**src/rtl/sd_crc7_pkg.sv**
```systemverilog
// Shared SD-line constants and the CRC7 single-bit update step.
package sd_crc7_pkg;

  localparam int unsigned CRC7_WIDTH = 7;
  localparam logic [CRC7_WIDTH-1:0] CRC7_POLY = 7'h09;
  localparam logic [15:0] CRC16_POLY = 16'h1021;

  // One MSB-first accumulate step; x^7 term is implicit in the shift-out of bit 6.
  function automatic logic [CRC7_WIDTH-1:0] crc7_step(input logic [CRC7_WIDTH-1:0] crc,
                                                      input logic                  din,
                                                      input logic [CRC7_WIDTH-1:0] poly);
    logic fb;
    fb = din ^ crc[CRC7_WIDTH-1];
    return {crc[CRC7_WIDTH-2:0], 1'b0} ^ (fb ? poly : '0);
  endfunction

endpackage

```
**src/rtl/sd_crc7.sv**
```systemverilog
// Bit-serial CRC7 for the SD CMD line: accumulates command/response bits, then shifts the CRC out.
module sd_crc7
  import sd_crc7_pkg::*;
#(
  parameter logic [CRC7_WIDTH-1:0] POLY = CRC7_POLY,
  parameter logic [CRC7_WIDTH-1:0] INIT = 7'h00
) (
  input  logic iclk,
  input  logic irst,
  input  logic idata,
  input  logic iunload,
  output logic ocrc
);

  logic [CRC7_WIDTH-1:0] crc_reg;
  logic [CRC7_WIDTH-1:0] crc_next;

  // Unloading shifts zeros in, so the register is empty after seven unload cycles.
  always_comb begin
    crc_next = crc_reg;
    if (iunload) begin
      crc_next = {crc_reg[CRC7_WIDTH-2:0], 1'b0};
    end else begin
      crc_next = crc7_step(crc_reg, idata, POLY);
    end
  end

  always_ff @(posedge iclk) begin
    if (irst) begin
      crc_reg <= INIT;
    end else begin
      crc_reg <= crc_next;
    end
  end

  assign ocrc = crc_reg[CRC7_WIDTH-1];

endmodule

```
**config.mk**
```make
export PLATFORM = sky130hd
export DESIGN_NAME = sd_crc7
export DESIGN_NICKNAME = d
export VERILOG_FILES = /design/src/rtl/sd_crc7_pkg.sv /design/src/rtl/sd_crc7.sv
export SDC_FILE = /design/constraint.sdc
export NUM_CORES = 1
export LEC_CHECK = 0
export ABC_AREA = 1
export CAP_MARGIN = 20
export CORE_AREA = 2 2 39 41
export CTS_CLUSTER_SIZE = 40
export DETAILED_ROUTE_END_ITERATION = 8
export DIE_AREA = 0 0 41 43
export GPL_ROUTABILITY_DRIVEN = 0
export GPL_TIMING_DRIVEN = 0
export SETUP_SLACK_MARGIN = 0.2
export SLEW_MARGIN = 5
export SYNTH_ARGS = -nofsm -noshare
export SYNTH_HDL_FRONTEND = slang
export SYNTH_SLANG_ARGS = --single-unit
```
**constraint.sdc**
```tcl
create_clock -name iclk -period 0.94 [get_ports iclk]
set_input_delay 0.141 -clock iclk [delete_from_list [all_inputs] [get_ports iclk]]
set_output_delay 0.141 -clock iclk [all_outputs]
set_load 0.01 [all_outputs]
```
## After elaboration in Yosys (flattened, before gate mapping)

Index checks and enable logic that the tools add are counted.

| word-level totals | value |
|---|---|
| output and inout port bits | 1 |
| input port bits | 4 |
| bits in registers | 7 |
| word-level logic and storage cells | 7 |

| operators by class | value |
|---|---|
| bitwise logic cells | 2 |
| multiplexer cells | 2 |
| reductions and logical operators | 1 |

Operators by type and width:

| kind | number |
|---|---|
| $mux 7 | 1 |
| $xor 7x4->7 | 1 |
| $mux 4 | 1 |
| $reduce_or 2->1 | 1 |
| $xor 1x1->1 | 1 |

## Logic depth before layout (Yosys ltp)

| logic depth | value |
|---|---|
| depth in word-level cells | 4 |
| gate-level depth with buffers | 5 |

## Least setup slack after synthesis

OpenSTA, ideal clock, no wires.

| timing | value |
|---|---|
| path kind | reg2reg |
| from | register crc_reg[6] |
| to | register crc_reg[3] |
| data required time | 0.827 ns |
| period minus slack after synthesis | 0.807 ns |
| setup slack | 0.133 ns |
| stages on the path, launching flop included | 6 |
| data arrival time | 0.694 ns |
| library setup time | 0.113 ns |
| cell sequence | dfxtp_1 nand2_1 nand2_1 nor2_1 nor2_1 nor2_1 |

| between the ends | value |
|---|---|
| longest elaborated chain between the ends | 4 |

Ends and longest elaborated chain:

| item | line | source |
|---|---|---|
| from (decl) | sd_crc7.sv:15 | `logic [CRC7_WIDTH-1:0] crc_reg;` |
| from (signal assigned) | sd_crc7.sv:32 | `crc_reg <= crc_next;` |
| $xor 1x1->1 | sd_crc7_pkg.sv:13 | `fb = din ^ crc[CRC7_WIDTH-1];` |
| $mux 4 | sd_crc7_pkg.sv:14 | `return {crc[CRC7_WIDTH-2:0], 1'b0} ^ (fb ? poly : '0);` |
| $xor 7x4->7 | sd_crc7_pkg.sv:14 |  |
| $mux 7 | sd_crc7.sv:21 | `if (iunload) begin` |

Every way passes these cells.
A chain may end at the register's enable or synchronous reset.

## Worst setup path in the final report

Ends and elaborated chain as after synthesis.

==> metrics.cfg <==
[die]
dieArea_sq_um = 1760
die_y_um = 43
io_pins = 5
rows = 14
coreArea_sq_um = 1380
initial_core_util_pct = 16.9
die_w_um = 41

[setup_path]
rrSetupSlack_ns = 0.11
critPathSlowestCell = dfxtp_2
required_ns = 1.09
path_common_cell = nor2_1
cp_num_buf_inv = 1
path_cells = buf_6 > nand2_4 > nand2_2 > nor2_1 > nor2_1 > nor2_1
path_max_fanout = 3
cp_data_arrival_time_ns = 0.97
startpoint_type = register
critical_path.max_stage_delay_ns = 0.34
cpLargestDelayFamily = flip-flops
worstSetupPathType = register to register
end_kind = register

[drt]
drtIter0Drc = 0
wl_um = 371
vias = 185
vias_per_cell = 3.30
first_pass_iters = 1
wl_per_cell_um = 6.63
antenna_left = 0
drc = 0

[synth]
ys_ff_latch = 7
synth_top_area_share_pct = 59.9
ys_warn_count = 0
synth_seq_area_share_pct = 59.9
synth_area_per_cell_sq_um = 7.55
synth.cell_area_sq_um = 234
synthCells = 31
synth.distinct_cells = 6
synth_top_area_cell = dfxtp_1
synth_area_leaders = dfxtp_1, inv_1, nor2_1
syn_nets = 35

[clocking]
cts-root-buf = clkbuf_4
numCtsBuffers = 3
htree_levels = 1
clockBufferDepth = 2
clk_latency_ns = 0.25
cts.clk_slew.worst_paths_ns = 0.05
numClockSinks = 7
holdBufCountCts = 0
tritoncts = yes

[timing]
fmax_mhz = 1210
worst_slack_ns = 0.113
hold_viol = 0
setup_tns_ns = 0
worstMarginPinSlew_ns = 0.224
fin_skew_ns = 0.00343
setup_viol = 0
period_share_pct = 88.0
max_slew_margin_pct = 85.0
layout_min_cycle_time_ns = 0.827
grt_setup_unrepaired = yes
slew_viol_final = 0

[pwr]
power.total_w = 0.000612
p_per_area_nw_per_um2 = 1770
leakage_nw = 0.161
vdd_ir_drop_max_mv = 0.918

[global_routing]
grt_max_degree = 8
gr-total-overflow = 0
grt_pass1_vias = 136
grt_usage_pct = 5.23
antenna_found_initial = 0
grt_pass1_wl_um = 517

[layout]
antenna_cells = 0
largest_reg_flops = 7
drive_above_1_share_pct = 22.5
nets = 45
n_fill_cell = 156
utilization_pct = 25.0
finalInstanceArea_sq_um = 345
syn_to_final_growth_pct = 47.6

[placement]
portBuffers = 4
dp_slack_ns = -0.132
detailed_place.area_sq_um = 295
hpwlAfterDp_um = 251

[min_path]
hold_path_class = register to register

[run_status]
status = complete, no violations

[flow_run]
max_cap_violations = 0

==> cells in the mapped netlist <==
library cell	instances
inv_1	9
nor3_1	1
nor2_1	9
nand2_1	4
dfxtp_1	7
nand4_1	1
==> layer usage <==
layer	track usage [%]	part of all wire, %	vias to the layer above
li1	-	-	108
met3	7.85	8.9	0
met5	0	0	-
met2	5.00	40	5
met4	2.00	0	0
met1	5.83	51	72
==> placed cells by master (no fill, tap or decap) <==
master           count
inv_1                9
nor2_1               8
dfxtp_1              6
clkbuf_4             3
nand2_1              2
clkdlybuf4s50_1      2
buf_6                2
nor2_2               1
nand2_4              1
nand2_2              1
nor3_1               1
nand4_1              1
clkbuf_1             1
dfxtp_2              1
dlygate4sd2_1        1
==> worst register-to-register path, cell delays in order, from the launching register on <==
cell	delay (ns)
dfxtp_2	0.34
buf_6	0.11
nand2_4	0.04
nand2_2	0.07
nor2_1	0.04
nor2_1	0.08
nor2_1	0.04
==> path summary, 6_finish.rpt <==
path,startpoint,endpoint,cells past startpoint
min,crc_reg[5],crc_reg[6],2
max reg2reg,crc_reg[6],crc_reg[3],6
min reg2reg,crc_reg[5],crc_reg[6],2
max,crc_reg[6],crc_reg[3],6
==> repair_timing <==
action / in CTS / in global routing
resized for setup: 11 / 0
endpoints found under the setup margin: 3 / 3
setup buffers: 1 / 0
cloned: 0 / 0
pin swaps: 3 / 0
==> area by class of cell <==
type	count	area, sq um	area share [%]
tap	16	20.0	5.80
clock buffer	4	26.3	7.61
inverter	9	33.8	9.78
timing repair buffer	5	51.3	14.9
multi-input combinational	15	72.6	21.0
sequential	7	141	40.9
==> cells by family after synthesis <==
group	Yosys count	share of synthesized area [%]
AND/OR/NAND/NOR	15	25.7
flip-flops	7	59.9
buffers and inverters	9	14.4
==> per-stage QoR <==
stage	hold slack, ns	instances
final	0.395	56
after global routing	0.413	56
after CTS	0.395	56
after detailed placement	0.391	51
after global placement	0.384	51
after floorplan	0.205	31
==> power breakdown <==
group / internal (W) / switching, W
combinational: 0.0000188 / 0.0000192
sequential: 0.000306 / 0.00000274
clock: 0.000162 / 0.000104
total: 0.000486 / 0.000126
(Power assumes the default switching activity.)
